`src/rtl/parity_mem_arb_pkg.sv`:
```
// Shared defaults and FSM state encoding for the parity-checked memory arbiter.
package mem_pkg;

   localparam int unsigned ADDR_W_DEF = 16;
   localparam int unsigned DATA_W_DEF = 8;

   typedef enum logic [1:0] {
      ST_IDLE  = 2'd0,
      ST_ISSUE = 2'd1,
      ST_CHECK = 2'd2,
      ST_RESP  = 2'd3
   } state_e;

endpackage

```
`src/rtl/rr_arb2.sv`:
```
// Two-way round-robin arbiter; the pointer names the requester that wins a tie.
module rr_arb2 (
   input  logic       clk,
   input  logic       rst_n,
   input  logic [1:0] req,
   input  logic       advance,
   output logic [1:0] gnt
);

   logic ptr;

   always_comb begin
      gnt = req;
      if (req == 2'b11) gnt = ptr ? 2'b10 : 2'b01;
   end

   // After a grant, priority passes to the requester that did not win.
   always_ff @(posedge clk or negedge rst_n) begin
      if (!rst_n)
         ptr <= 1'b0;
      else if (advance && (gnt != 2'b00))
         ptr <= gnt[0];
   end

endmodule

```
`src/rtl/parity_mem_arb.sv`:
```
// Two-requester memory front end: round-robin grant, single access, parity check on reads.
module parity_mem_arb
   import mem_pkg::*;
#(
   parameter int unsigned ADDR_W = ADDR_W_DEF,
   parameter int unsigned DATA_W = DATA_W_DEF,
   parameter int unsigned NREQ   = 2
) (
   input  logic                  clk,
   input  logic                  rst_n,
   input  logic [1:0]            req_valid,
   input  logic [1:0]            req_write,
   input  logic [2*ADDR_W-1:0]   req_addr,
   input  logic [2*DATA_W-1:0]   req_wdata,
   output logic [1:0]            req_ready,
   output logic [1:0]            rsp_valid,
   input  logic [1:0]            rsp_ready,
   output logic [DATA_W-1:0]     rsp_rdata,
   output logic                  rsp_perr,
   output logic                  mem_write,
   output logic                  mem_read,
   output logic [ADDR_W-1:0]     mem_addr,
   output logic [DATA_W-1:0]     mem_wdata,
   input  logic [DATA_W:0]       mem_rdata,
   output logic [7:0]            perr_count
);

   state_e              state;
   logic                gnt_idx;
   logic                lat_write;
   logic [ADDR_W-1:0]   lat_addr;
   logic [DATA_W-1:0]   lat_wdata;
   logic [DATA_W-1:0]   rdata_q;
   logic                perr_q;
   logic [7:0]          perr_cnt;
   logic                in_idle;
   logic [1:0]          arb_req;
   logic [1:0]          gnt;
   logic                perr_calc;

   // Gating with rst_n keeps req_ready low while reset is held.
   assign in_idle = rst_n && (state == ST_IDLE);
   assign arb_req = req_valid & {2{in_idle}};

   rr_arb2 u_arb (
      .clk     (clk),
      .rst_n   (rst_n),
      .req     (arb_req),
      .advance (in_idle),
      .gnt     (gnt)
   );

   assign perr_calc = mem_rdata[DATA_W] ^ (^mem_rdata[DATA_W-1:0]);

   always_ff @(posedge clk or negedge rst_n) begin
      if (!rst_n) begin
         state     <= ST_IDLE;
         gnt_idx   <= 1'b0;
         lat_write <= 1'b0;
         lat_addr  <= '0;
         lat_wdata <= '0;
         rdata_q   <= '0;
         perr_q    <= 1'b0;
         perr_cnt  <= '0;
      end else begin
         case (state)
            ST_IDLE: begin
               if (gnt != 2'b00) begin
                  gnt_idx   <= gnt[1];
                  lat_write <= req_write[gnt[1]];
                  lat_addr  <= gnt[1] ? req_addr[ADDR_W +: ADDR_W] : req_addr[0 +: ADDR_W];
                  lat_wdata <= gnt[1] ? req_wdata[DATA_W +: DATA_W] : req_wdata[0 +: DATA_W];
                  state     <= ST_ISSUE;
               end
            end
            ST_ISSUE: begin
               if (lat_write) begin
                  rdata_q <= '0;
                  perr_q  <= 1'b0;
                  state   <= ST_RESP;
               end else begin
                  state   <= ST_CHECK;
               end
            end
            ST_CHECK: begin
               rdata_q <= mem_rdata[DATA_W-1:0];
               perr_q  <= perr_calc;
               if (perr_calc && (perr_cnt != 8'hFF))
                  perr_cnt <= perr_cnt + 8'd1;
               state   <= ST_RESP;
            end
            ST_RESP: begin
               if (rsp_ready[gnt_idx]) state <= ST_IDLE;
            end
            default: state <= ST_IDLE;
         endcase
      end
   end

   assign req_ready  = gnt;
   assign rsp_valid  = (state == ST_RESP) ? (gnt_idx ? 2'b10 : 2'b01) : 2'b00;
   assign rsp_rdata  = rdata_q;
   assign rsp_perr   = perr_q;
   assign mem_write  = (state == ST_ISSUE) &&  lat_write;
   assign mem_read   = (state == ST_ISSUE) && !lat_write;
   assign mem_addr   = lat_addr;
   assign mem_wdata  = lat_wdata;
   assign perr_count = perr_cnt;

endmodule

```
`config.mk`:
```
export PLATFORM = sky130hd
export DESIGN_NAME = parity_mem_arb
export DESIGN_NICKNAME = d
export VERILOG_FILES = /design/src/rtl/parity_mem_arb_pkg.sv /design/src/rtl/rr_arb2.sv /design/src/rtl/parity_mem_arb.sv
export SDC_FILE = /design/constraint.sdc
export NUM_CORES = 1
export LEC_CHECK = 0
export BUFFER_PORTS_ARGS = -buffer_cell sky130_fd_sc_hd__buf_2
export CAP_MARGIN = 20
export CORE_AREA = 2 2 63 89
export CTS_BUF_LIST = sky130_fd_sc_hd__clkbuf_8
export DETAILED_ROUTE_END_ITERATION = 6
export DIE_AREA = 0 0 65 91
export GPL_ROUTABILITY_DRIVEN = 0
export MAX_ROUTING_LAYER = met4
export PLACE_DENSITY = 0.8
export SYNTH_ARGS = -nofsm -noshare
export SYNTH_HDL_FRONTEND = slang
export SYNTH_SLANG_ARGS = --single-unit
```
`constraint.sdc`:
```
create_clock -name clk -period 2.1 [get_ports clk]
set_input_delay 0.21 -clock clk [delete_from_list [all_inputs] [get_ports clk]]
set_output_delay 0.21 -clock clk [all_outputs]
set_load 0.02 [all_outputs]
```
; ---- After elaboration in Yosys (flattened, before gate mapping)
; Cells that the tools add are included.
[word_totals]
regBits = 46
output_inout_bits = 47
word_cells = 54
[classes]
addsub = 1
order_cmp = 2
eq_ne = 8
muxes = 18
bitwise = 2
reduce_logical = 14
[op_table]
columns = operator, n
row1 = 16-bit two-way mux, 1
row2 = 8-bit two-way mux, 2
row3 = 8-bit one-hot mux with 2 select lines, 1
row4 = 2-bit two-way mux, 6
row5 = 8-bit by 1-bit adder with 8-bit output (second input constant), 1
row6 = 8-bit != test (second input constant), 1
row7 = 2-bit one-hot mux with 4 select lines, 1
row8 = 2-bit AND reduction, 4
row9 = 8-bit XOR reduction, 1
row10 = 2-bit == test (second input constant), 3
row11 = 1-bit two-way mux, 6
row12 = 1-bit logical AND, 5
row13 = 1-bit by 2-bit < comparator with 1-bit output (second input constant), 2
row14 = 2-bit != test (second input constant), 2
row15 = 2-bit nonzero test, 2
row16 = 2-bit bitwise AND, 1
row17 = 2-bit by 1-bit == test with 1-bit output (second input constant), 1
row18 = 2-bit zero test, 1
row19 = 2-bit by 1-bit != test with 1-bit output (second input constant), 1
row20 = 1-bit one-hot mux with 2 select lines, 1
row21 = 1-bit zero test, 1
row22 = 1-bit bitwise XOR, 1

; ---- Depth between registers and ports, before layout
; Gate-level depths: netlist of run 1.
[depth]
word_depth = 8
depth_mapped = 8

; ---- Cells and area by module
; From an unflattened synthesis of run 1, not the netlist that was laid out.
[unflattened]
hier_cells = 205
area_unflattened_um2 = 2263.4
[by_module_without_submodules]
columns = mod, n_inst, cells_each, area_each_um2, seq_area_each_um2
row1 = parity_mem_arb, 1, 199, 2208.4, 1126.1
row2 = rr_arb2, 1, 6, 55.1, 25.0

; ---- Worst setup path before layout of run 1
; OpenSTA, ideal clock, no wires.
[synth_timing]
path_kind = register to register
start = reg state[0]
end = reg lat_addr[7], in the netlist mem_addr[7]
arrival_ns = 1.709
t_required_ns = 1.964
slack_ns = 0.254
path_stages_with_launch = 9
synth_period_minus_slack_ns = 1.846
path_cell_list = dfrtp_1 > inv_1 > ha_1 > nand3_1 > a21oi_1 > buf_2 > buf_2 > mux2i_1 > o21ai_0
[synth_between]
elab_chain_cells = 7
elab_cells_between_ends = 8
cone_classes = 1 x eq/ne / 2 x mux / 1 x bitwise / 4 x reduce/logical
[synth_rtl]
columns = item, line_no
row1 = from (decl), parity_mem_arb.sv:28  ; state_e state;
row2 = from (signal assigned), parity_mem_arb.sv:57  ; state <= ST_IDLE;
row3 = from (signal assigned), parity_mem_arb.sv:73  ; state <= ST_ISSUE;
row4 = from (signal assigned), parity_mem_arb.sv:80  ; state <= ST_RESP;
row5 = 2-bit zero test (*), parity_mem_arb.sv:42  ; assign in_idle = rst_n && (state == ST_IDLE);
row6 = 1-bit logical AND (*), parity_mem_arb.sv:42
row7 = 2-bit bitwise AND (*), parity_mem_arb.sv:43  ; assign arb_req = req_valid & {2{in_idle}};
row8 = 2-bit == test, rr_arb2.sv:14  ; if (req == 2'b11) gnt = ptr ? 2'b10 : 2'b01;
row9 = 2-bit two-way mux (*), rr_arb2.sv:14
row10 = net req_ready[1], parity_mem_arb.sv:15  ; output logic [1:0] req_ready,
row11 = 2-bit nonzero test, parity_mem_arb.sv:68  ; if (gnt != 2'b00) begin
row12 = 2-bit AND reduction (no source line), n/a
row13 = to (signal assigned), parity_mem_arb.sv:71  ; lat_addr <= gnt[1] ? req_addr[ADDR_W +: ADDR_W] : req_addr[0 +: ADDR_W];
row14 = to (decl), parity_mem_arb.sv:31  ; logic [ADDR_W-1:0] lat_addr;
; The timed path passes the listed nets; every way through them passes the cells marked *.
; A chain may end at the register's enable or synchronous reset.

; ---- Worst setup path in the final report of run 1
[layout_timing]
start = reg state[0]
end = out req_ready[1]
[layout_between]
elab_chain_cells = 5
[layout_rtl]
columns = item, line_no
row1 = 2-bit zero test (*), parity_mem_arb.sv:42
row2 = 1-bit logical AND (*), parity_mem_arb.sv:42
row3 = 2-bit bitwise AND (*), parity_mem_arb.sv:43
row4 = 2-bit == test, rr_arb2.sv:14
row5 = 2-bit two-way mux (*), rr_arb2.sv:14
row6 = to (decl), parity_mem_arb.sv:15
; Mark *: on every way between the ends. The rest lies on a longest branch, timed or not.

==> results of run 1 <==
worst max-delay path by stage:
stage,endpoint,slack (ns),depth (start not counted)
6_report,req_ready[1],0.13,6
5_1_grt,req_ready[1],0.02,6
4_1_cts,req_ready[1],0.02,6
3_5_place_dp,perr_count[6]$_DFFE_PN0P_,0.23,6
3_3_place_gp,perr_count[6]$_DFFE_PN0P_,0.25,6
2_1_floorplan,mem_addr[7]$_DFFE_PN0P_,0.25,8
logic make-up (layout without fill, tap and decap cells):
family                     after synthesis  in the layout  synth area share
DFF                                     46             46             0.486
adders and majority gates                6              6            0.0317
and+or+nand+nor                         51             51             0.105
xor gates and xnor gates                12             12            0.0665
AOI/OAI and AO/OA                       52             52             0.126
muxes                                   36             36             0.155
buffers and inverters                   18            131            0.0306
cell usage after synthesis, types with 3 or more instances:
cell type / n / area, sq um
and2_1: 4 / 25.0
xnor2_1: 8 / 70.1
o21ai_1: 5 / 25.0
nand4_1: 6 / 37.5
nand2_1: 27 / 101
inv_1: 6 / 22.5
clkbuf_1: 7 / 26.3
mux2i_1: 33 / 330
buf_2: 4 / 20.0
and3_1: 3 / 18.8
a22oi_1: 9 / 67.6
dfrtp_1: 46 / 1150
o21ai_0: 31 / 155
ha_1: 6 / 75.1
nand3_1: 3 / 15.0
area by class of cell:
type	instances	area share
Clock inverter	2	0.00359
Sequential cell	46	0.367
Multi-Input combinational cell	157	0.371
Clock buffer	5	0.0219
Inverter	6	0.00718
Tap cell	66	0.0263
Timing Repair Buffer	118	0.203
worst max-delay path: stages, from the launching register on:
cell	delay [ns]
dfrtp_1	0.42
inv_2	0.11
ha_2	0.21
nand3_1	0.12
a21oi_4	0.22
buf_12	0.19
buf_2	0.18
registers in the layout (all words and copies together), names as in the netlist:
name and count:
gnt_idx 1, mem_addr 16, rsp_perr 1, rsp_rdata 8, state 2, mem_wdata 8
lat_write 1, perr_count 8, u_arb.ptr 1
report_power, final:
part           internal [uW]  switching, uW  total (uW)
sequential              1270            264        1530
combinational            805           1240        2040
clock                    224            287         511
routing by layer:
metal	track usage	part of all wire	vias up
met2	0.341	0.51	81
met3	0.0421	0.060	9
met5	-	0	-
met1	0.234	0.40	926
met4	0.0975	0.022	0
li1	-	-	1006
what timing repair did:
action | in CTS | in global routing
hold buffers | 0 | 0
resized for setup | 0 | 4
setup endpoints to repair | 0 | 2
buffers inserted | 0 | 0
metrics by stage:
step | setup WS [ns] | power [uW] | std cells
2_1_floorplan | 0.254 | 2850 | 221
3_3_place_gp | 0.250 | 3520 | 392
3_5_place_dp | 0.227 | 3590 | 392
4_1_cts | 0.0218 | 4120 | 399
5_1_grt | 0.0203 | 4430 | 400
6_report | 0.132 | 4080 | 400
==> results.md, run 1 <==
- Status: complete, no violations
- Number of CTS-inserted buffers: 5
- Starting DRT DRC Count: 94
- Initial antenna violation count: 0
- Synthesized cell area: between 2000 and 2500 sq um
- # fillers: roughly 430
- Slew Limit Fails: 0
- Average size of a mapped cell: about 11 sq um
- Final Cycle Share: 0.937
- Fin. Hold Viols: 0
- Largest net degree at the start of global routing: between 50 and 60
- Vias in the first global route: 2087
- Drt pass-1 iters: 5
- Core ar.: about 5100 sq um
- IO Port Bufs: 111
- Crit path max fanout: 13
- Die width: about 65 microns
- Sequential cell area: roughly 1200 sq um
- H-tree lvl count: 2
- TritonCTS clock tree: done
- Area of the multi-input gates: roughly 1200 sq um
- Full die area: about 6000 sq um
- Crit path kind: reg2out
- Synthesized instance count: ~220
- Grt total ovfl: 0
- Max clock buf depth: 2
- ANT cells: 0
- Post-route design area: 3140 sq um
- Wirelength per Cell: roughly 14 microns
- Final wirelength: 5620 microns
- Row count: 31
- Depth of the worst register-to-register path: 5
- Min Tclk post-route: 1.97 ns
- Max cap viols: 0
- P per Cell Area: ~1300 nW/um^2
- Dpl hpwl: roughly 4200 microns
- Synth Flop Type: dfrtp_1
- Post-synthesis sequential area ratio: 0.486
- Critical path origin: state[0]$_DFFE_PN0P_
- CTS root buf: clkbuf_8
- Critical path data arrival time: between 1.5 and 2 ns
- Die Y: 91 microns
- Setup tns final: 0 ns
- Hold WC Path Type: in2async
- Global-route wire length before repair: 9320 microns
- Most frequent cells in the layout: buf_2 (111), dfrtp_1 (46), mux2i_1 (33), o21ai_0 (31), nand2_1 (27)
- Startpoint types: flip-flop
- Clk_lat worst skew: roughly 0.3 ns
- Residual DRC count: 0
- Nets@finish: slightly above 400
- Share of synthesized registers carrying an async set or reset: 1.00
- Post-synth EDFFs: 0
- Post-layout util: 0.617
- Reg-to-reg setup timing slack: ~0.36 ns
- RSZ-0062 raised after global routing: false
- Syn_nets: a little under 300
- Worst-path clk slew: ~0.08 ns
- Area Growth Syn to Fin: 32.4%
- Synth Register Bits: between 40 and 50
- Reg2reg end: state[0]$_DFFE_PN0P_
- Setup Skew: around 0.013 ns
- Layout cell share with drive strength beyond 1: 0.401
- Setup violations, final: 0
- I/O pin count: 112
- Area after DPL: between 3000 and 4000 sq um
- Lkg Pwr: ~0.0016 uW
- Most common cell after layout, fill and taps aside: buf_2
- Routed Antenna Nets: 0
- Max frequency: slightly above 500 MHz
- Worst EP required: between 1.5 and 2 ns
- Peak supply drop: slightly below 0.7 mV
- Post-synth cell types: 31
- Clock Sink Count: 46
- Yosys warnings: 0
- Setup crit end kind: output pin
- All-Layer GR Usage: 0.206
- Worst hold slack: 0.0517 ns
- Vias: between 2000 and 2500
- Worst slew pin tran: between 0.5 and 0.6 ns
- Starting Density: 0.466
- Via density: 5.06
- Reg2reg start: state[1]$_DFFE_PN0P_
- Max transition margin: 0.601
No activity file was read; power rests on OpenSTA's default activity.
==> run 2, diff against run 1 <==
Settings changed: ABC_AREA set to 1, CORE_AREA 2 2 63 89 to 2 2 64 90, DIE_AREA 0 0 65 91 to 0 0 66 92.
==> run 2 against run 1 <==
Register-to-register slack gained 0.08 ns; maximum frequency grew 1.5%; wire length grew 7.8%; critical endpoint unchanged; highest routed layer unchanged.
==> results.md, run 2 <==
- Most common cell after layout, fill and taps aside: nand2_1
- ANT cells: 0 (unchanged)
- Max transition margin: 0.663 (+0.0623)
- Depth of the worst register-to-register path: 7 (+2)
- I/O pin count: 112 (unchanged)
- Status: complete, no violations
- Starting Density: 0.465 (-0.000903)
- Worst slew pin tran: 0.506 ns (-0.0935 ns)
- Post-synthesis sequential area ratio: 0.461 (-0.0248)
- Synthesized cell area: 2500 sq um (+5.4%)
- Most common cell in the netlist: nand2_1
- CTS root buf: clkbuf_8
- Cell taking the most area after synthesis: dfrtp_1
- Nets@finish: 510 (+26%)
- Average size of a mapped cell: 7.71 sq um (-28%)
- Crit path kind: reg2out
- Max clock buf depth: 2 (unchanged)
- All-Layer GR Usage: 0.214 (+0.00823)
- Setup violations, final: 0 (unchanged)
- Starting DRT DRC Count: 116 (+23%)
- Worst-path clk slew: 0.09 ns (about the same)
- Syn_nets: 395 (+35%)
- Initial antenna violation count: 0 (unchanged)
- Fin. Hold Viols: 0 (unchanged)
- Die width: 66 microns (+1.5%)
- Setup crit end kind: output pin
- WHS Endpoint: mem_addr[3]$_DFFE_PN0P_
- Worst hold slack: 0.160 ns (+0.108 ns)
- Hold WC Path Type: in2reg
- Worst EP required: 1.89 ns (about the same)
- Min Tclk post-route: 1.94 ns (-0.0299 ns)
- Vias: 2532 (+25%)
- Synthesized instance count: 324 (+47%)
- Max cap viols: 0 (unchanged)
- Layout cell share with drive strength beyond 1: 0.318 (-0.0830)
- H-tree lvl count: 2 (unchanged)
- Setup Skew: 0.00320 ns (-0.0101 ns)
- Clock power frac: 0.132 (+0.007)
- Die Y: 92 microns (+1.1%)
- Number of CTS-inserted buffers: 5 (unchanged)
- Largest net degree at the start of global routing: 42 (-21%)
- Area Growth Syn to Fin: 30.4%
- Via density: 4.98 (-1.4%)
- Most frequent cells in the layout: nand2_1 (116), buf_2 (111), dfrtp_1 (46), nor2_1 (36), a31oi_1 (25)
- Max frequency: 516 MHz (+1.5%)
- Peak supply drop: 0.823 mV (+19%)
- Dpl hpwl: 4670 microns (+13%)
- Yosys top cell area share: 0.461 (-0.0248)
- RSZ-0062 raised after global routing: false
- Synth Flop Type: dfrtp_1
- Share of synthesized registers carrying an async set or reset: 1.00 (unchanged)
- IO Port Bufs: 111 (unchanged)
- Lkg Pwr: 0.00180 uW (+15%)
- Clk_lat worst skew: 0.29 ns (about the same)
- Setup tns final: 0 ns (unchanged)
- Post-CTS Setup Inserts: 0 (unchanged)
- Row count: 32 (+3.2%)
- Logic pwr share: 0.500 (about the same)
- Final wirelength: 6060 microns (+7.8%)
- Post-synth cell types: 26 (-16%)
- Synth Register Bits: 46 (unchanged)
- Startpoint types: flip-flop
- Full die area: 6070 sq um (+2.7%)
- Grt total ovfl: 0 (unchanged)
- Yosys warnings: 0 (unchanged)
- Vias in the first global route: 2415 (+16%)
- Top post-synthesis cells by count: nand2_1 (116), dfrtp_1 (46), nor2_1 (36), a31oi_1 (25), inv_1 (23)
- Post-synth EDFFs: 0 (unchanged)
- Final Cycle Share: 0.923 (-0.0142)
- Largest register FFs: 16 (unchanged)
- Routed Antenna Nets: 0 (unchanged)
- Ranking of synthesized cells by area: dfrtp_1 (46%), nand2_1 (17%), a31oi_1 (6.3%), nor2_1 (5.4%), nand3_1 (4.2%)
- Reg2reg end: mem_wdata[3]$_DFFE_PN0P_
- P per Cell Area: 1300 nW/um^2 (-0.52%)
- Flop pwr share: 0.368 (-0.007)
- NetSw: 1910 uW (+6.9%)
- Hold path startpoint: req_addr[3]
- TritonCTS clock tree: done
- Sw Ratio: 0.453 (+0.0152)
- Global-route wire length before repair: 10100 microns (+8.1%)
- Residual DRC count: 0 (unchanged)
- WHS Path Cells: 3
- Critical path data arrival time: 1.73 ns (-0.03 ns)
- Core ar.: 5370 sq um (+5.6%)
- Reg2reg start: state[0]$_DFFE_PN0P_
- Wirelength per Cell: 11.9 microns (-15%)
- Internal power: 2310 uW (+0.46%)
- Reg-to-reg setup timing slack: 0.44 ns (+0.08 ns)
- Clock Sink Count: 46 (unchanged)
- Crit path max fanout: 13 (unchanged)
- Slew Limit Fails: 0 (unchanged)
- Drt pass-1 iters: 4 (-1)
==> run 2: cell types whose count changed in the layout (fill, tap and decap cells not counted), sizes merged, moves of 4 or more <==
cell,delta
a22oi,-9
a31oi,+25
and2,-4
inv,+19
mux2i,-33
nand2,+95
nand3,+18
nand4,-4
nor2,+35
o21ai,-24
xnor2,-6
==> run 2: layer usage <==
layer,GRT usage,wire length (microns)
met5,-,0
met4,0.0714,91
met3,0.0331,352
met2,0.379,3170
met1,0.242,2440
==> run 2: power by group through the flow <==
stage	sequential, uW	clock (uW)	combinational, uW
finish	1550	555	2110
global route	1600	607	2330
CTS	1550	581	2130
detailed placement	1570	0	2130
global placement	1560	0	2060
floorplan	1960	0	994
==> run 2: final cells by class <==
class                      count  area, sq um
fill                         509         2110
multi-input combinational    240         1200
sequential                    46         1150
timing repair buffer         119          622
inverter                      27          104
tap                           68         85.1
clock buffer                   6         82.6
clock inverter                 2         12.5
==> run 2: per-stage QoR <==
step | std cells | power, uW | utilization | setup slack (ns) | area (sq um)
after floorplan | 324 | 2960 | - | 0.494 | 2500
after global placement | 499 | 3610 | 0.586 | 0.493 | 3140
after detailed placement | 499 | 3700 | 0.586 | 0.405 | 3140
after CTS | 508 | 4270 | 0.606 | 0.0753 | 3250
after global routing | 508 | 4540 | 0.607 | 0.0204 | 3260
final | 508 | 4220 | 0.607 | 0.161 | 3260
==> run 2: worst max-delay path by stage <==
stage | start | end | slack [ns] | cells past startpoint
2_1_floorplan | state[0]$_DFFE_PN0P_ | mem_addr[1]$_DFFE_PN0P_ | 0.49 | 7
3_3_place_gp | state[0]$_DFFE_PN0P_ | req_ready[1] | 0.49 | 6
3_5_place_dp | state[0]$_DFFE_PN0P_ | req_ready[1] | 0.40 | 6
4_1_cts | state[0]$_DFFE_PN0P_ | req_ready[1] | 0.08 | 6
5_1_grt | state[0]$_DFFE_PN0P_ | req_ready[1] | 0.02 | 6
6_report | state[0]$_DFFE_PN0P_ | req_ready[1] | 0.16 | 6
==> run 2: critical path, cell delays in order (launching register included) <==
cell and delay [ns]:
dfrtp_1 0.42, inv_1 0.13, ha_2 0.21, nand3_1 0.14, a21oi_4 0.19, buf_6 0.17
buf_2 0.17
==> run 2: cell families after synthesis <==
| kind of cell | synth area share |
|---|---|
| fa+ha+maj | 0.0301 |
| buf+inv | 0.0601 |
| xor+xnor | 0.0245 |
| simple gates | 0.322 |
| compound gates | 0.102 |
| flops | 0.461 |
==> run 2: repair_timing <==
action                                  in CTS  in global routing
endpoints found under the hold margin        5                  0
hold buffers                                 1                  0
endpoints found under the setup margin       0                  1
gates resized for setup                      0                  2
==> run 3, diff against run 2 <==
Settings changed: CORE_AREA 2 2 64 90 to 2 2 104 56, DIE_AREA 0 0 66 92 to 0 0 106 58, PLACE_DENSITY 0.8 to 0.81, SYNTH_HIERARCHICAL set to 1.
==> run 3 against run 2 <==
Combinational power up 3%; utilization up 2.5 points; first-iteration DRC count down 8.6%; hold slack worse by 0.090 ns; largest cell class unchanged; die area up 1.3%; largest power group unchanged; synthesized cell count down 0.31%; clock power up 16%; critical path type unchanged; highest routed layer unchanged.
==> results.md, run 3 <==
- Die Y: 58 microns (-37%)
- Grt total ovfl: 0 (unchanged)
- Final wirelength: 6250 microns (+3.2%)
- Crit path kind: reg2out
- Slew Limit Fails: 0 (unchanged)
- Average size of a mapped cell: 7.61 sq um (-1.2%)
- NetSw: 1930 uW (+1.2%)
- Area Growth Syn to Fin: 35.0%
- Wirelength per Cell: 12.2 microns (+2.0%)
- Layout cell share with drive strength beyond 1: 0.340 (+0.0220)
- Flop pwr share: 0.357 (-0.011)
- Max transition margin: 0.617 (-0.0455)
- Yosys top cell area share: 0.468 (+0.00727)
- Reg-to-reg setup timing slack: 0.17 ns (-0.27 ns)
- Routed Antenna Nets: 0 (unchanged)
- Synthesized cell area: 2460 sq um (-1.6%)
- Vias in the first global route: 2391 (-0.99%)
- Post-synth cell types: 25 (-3.8%)
- Sw Ratio: 0.441 (-0.0119)
- Internal power: 2450 uW (+6.2%)
- Peak supply drop: 0.660 mV (-20%)
- Syn_nets: 393 (-0.51%)
- Post-synthesis sequential area ratio: 0.468 (+0.00727)
- Max clock buf depth: 2 (unchanged)
- Starting DRT DRC Count: 106 (-8.6%)
- Full die area: 6150 sq um (+1.3%)
- Synth Register Bits: 46 (unchanged)
- Sequential cell area: 1150 sq um (unchanged)
- Top post-synthesis cells by count: nand2_1 (116), dfrtp_1 (46), nor2_1 (36), a31oi_1 (25), inv_1 (25)
- Core ar.: 5250 sq um (-2.1%)
- Ranking of synthesized cells by area: dfrtp_1 (47%), nand2_1 (18%), a31oi_1 (6.4%), nor2_1 (5.5%), nand3_1 (3.9%)
- Compound-gate portion of the synthesized area: 0.103 (+0.000595)
- Post-Synth Adder-Cell Area: 0.0254 (-0.00461)
- Place WS: -0.0390 ns (-0.444 ns)
- Critical path data arrival time: 1.77 ns (+0.04 ns)
- Clk_lat worst skew: 0.29 ns (about the same)
- Max frequency: 505 MHz (-2.1%)
- Row count: 19 (-41%)
- Reg2reg start: state[0]$_DFFE_PN0P_
- Min Tclk post-route: 1.98 ns (+0.0421 ns)
- Status: complete, no violations
- Share of synthesized registers carrying an async set or reset: 1.00 (unchanged)
- Number of CTS-inserted buffers: 5 (unchanged)
- Largest net degree at the start of global routing: 52 (+24%)
- Global-route wire length before repair: 10400 microns (+3.2%)
- All-Layer GR Usage: 0.219 (+0.00489)
- Worst slew pin tran: 0.574 ns (+0.0683 ns)
- Most common cell after layout, fill and taps aside: nand2_1
- Via density: 4.87 (-2.3%)
- IO Port Bufs: 111 (unchanged)
- Most common cell in the netlist: nand2_1
- CTS Hold Buffers Added: 0 (-1)
- Reg2reg end: state[0]$_DFFE_PN0P_
- Dpl hpwl: 4700 microns (+0.50%)
- Area after DPL: 3120 sq um (-0.92%)
- Logic pwr share: 0.496 (-0.004)
- I/O pin count: 112 (unchanged)
- Worst-path clk slew: 0.09 ns (about the same)
- ANT cells: 0 (unchanged)
- H-tree lvl count: 2 (unchanged)
- Setup crit end kind: output pin
- Clock Sink Count: 46 (unchanged)
- TritonCTS clock tree: done
- Max cap viols: 0 (unchanged)
- Cell taking the most area after synthesis: dfrtp_1
- Area of the multi-input gates: 1190 sq um (-0.52%)
- Yosys warnings: 6 (+6)
- Initial antenna violation count: 0 (unchanged)
- Simple logic cell fraction of the synthesized area: 0.313 (-0.00866)
- Setup Skew: 0.00467 ns (+0.00147 ns)
- Synth Flop Type: dfrtp_1
- XOR/XNOR Fraction of Synth Area: 0.0249 (+0.000387)
- Lkg Pwr: 0.00184 uW (+2.0%)
- Nets@finish: 510 (unchanged)
- Die width: 106 microns (+61%)
- Post-route setup slack: 0.119 ns (-0.0421 ns)
- Post-synth EDFFs: 0 (unchanged)
- P per Cell Area: 1320 nW/um^2 (+2.0%)
- Final Cycle Share: 0.943 (+0.0201)
- Fin. Hold Viols: 0 (unchanged)
- Setup violations, final: 0 (unchanged)
- Residual DRC count: 0 (unchanged)
- Worst EP required: 1.89 ns (about the same)
- Drt pass-1 iters: 4 (unchanged)
- Most frequent cells in the layout: nand2_1 (115), buf_2 (110), dfrtp_1 (46), nor2_1 (34), a31oi_1 (25)
- Post-route design area: 3320 sq um (+1.9%)
- Depth of the worst register-to-register path: 10 (+3)
- Clock power frac: 0.146 (+0.014)
- Setup tns final: 0 ns (unchanged)
- Startpoint types: flip-flop
- # fillers: 474 (-6.9%)
- Starting Density: 0.468 (+0.00248)
- CTS root buf: clkbuf_8
- Mux contribution to synthesized area: 0 (unchanged)
- Vias: 2503 (-1.1%)
- Largest family of logic cells by synthesized area: simple AND/OR/NAND/NOR gates
- Synthesized instance count: 323 (-0.31%)
- Largest register FFs: 16 (unchanged)
- Crit path max fanout: 10 (-3)
- Hold WC Path Type: in2async
## run 3: cell types whose count changed in the layout (fill, tap and decap cells not counted), sizes merged, moves of 2 or more
cell	previous run	this run
buf	118	123
inv	26	29
xnor2	4	1
xor2	3	6
a21boi	0	2
a21oi	4	2
clkinv	2	0
nand2	122	120
nor3	0	2
## run 3: metrics by stage
step                 util  hold slack [ns]  cells  power (uW)
floorplan               -          -0.0856    323        2930
global placement    0.593            0.396    500        3590
detailed placement  0.593            0.398    500        3670
CTS                 0.619           0.0782    508        4330
global route        0.632            0.117    514        4750
finish              0.632           0.0700    514        4380
## run 3: what timing repair did
| action | in CTS | in global routing |
|---|---|---|
| cloned | 0 | 0 |
| setup buffers | 0 | 6 |
| pin swaps | 0 | 0 |
| setup endpoints to repair | 27 | 30 |
| resized for setup | 7 | 6 |
## run 3: worst max path at each step
stage	startpoint	endpoint
after global placement	state[0]$_DFFE_PN0P_	mem_addr[15]$_DFFE_PN0P_
after floorplan	state[0]$_DFFE_PN0P_	state[0]$_DFFE_PN0P_
after detailed placement	state[0]$_DFFE_PN0P_	mem_addr[0]$_DFFE_PN0P_
after CTS	state[1]$_DFFE_PN0P_	req_ready[1]
after global routing	state[0]$_DFFE_PN0P_	state[0]$_DFFE_PN0P_
final	state[0]$_DFFE_PN0P_	req_ready[1]
## run 3: cells by family (layout without fill, tap and decap cells)
family | Yosys count | after routing
xor gates and xnor gates | 7 | 7
buffers and inverters | 41 | 159
AOI/OAI and AO/OA | 42 | 42
DFF | 46 | 46
adders and majority gates | 5 | 5
and+or+nand+nor | 182 | 182
## run 3: cell type report
class	count	share of cell area
Multi-Input combinational cell	236	0.359
Tap cell	73	0.0275
Timing Repair Buffer	123	0.201
Sequential cell	46	0.347
Clock inverter	3	0.0124
Clock buffer	5	0.0207
Inverter	28	0.0317
## run 3: power by group through the flow
stage | clock, uW | combinational (uW) | sequential (uW)
4_1_cts | 658 | 2110 | 1570
5_1_grt | 696 | 2430 | 1620
2_1_floorplan | 0 | 945 | 1980
3_5_place_dp | 0 | 2090 | 1580
6_report | 642 | 2180 | 1570
3_3_place_gp | 0 | 2030 | 1560
## run 3: critical path, cell delays in order, from the launching register on
cell and delay, ns:
dfrtp_1 0.43, inv_2 0.11, ha_4 0.16, nand2_2 0.09, nor2_4 0.12, a21boi_4 0.24, buf_8 0.16, buf_4 0.15
## run 3: metal layers
layer,vias up,global-route usage,part of all wire
li1,1263,-,-
met1,1141,0.279,0.48
met2,93,0.367,0.44
met3,6,0.0495,0.072
met4,0,0.0414,0.0069
met5,-,-,0
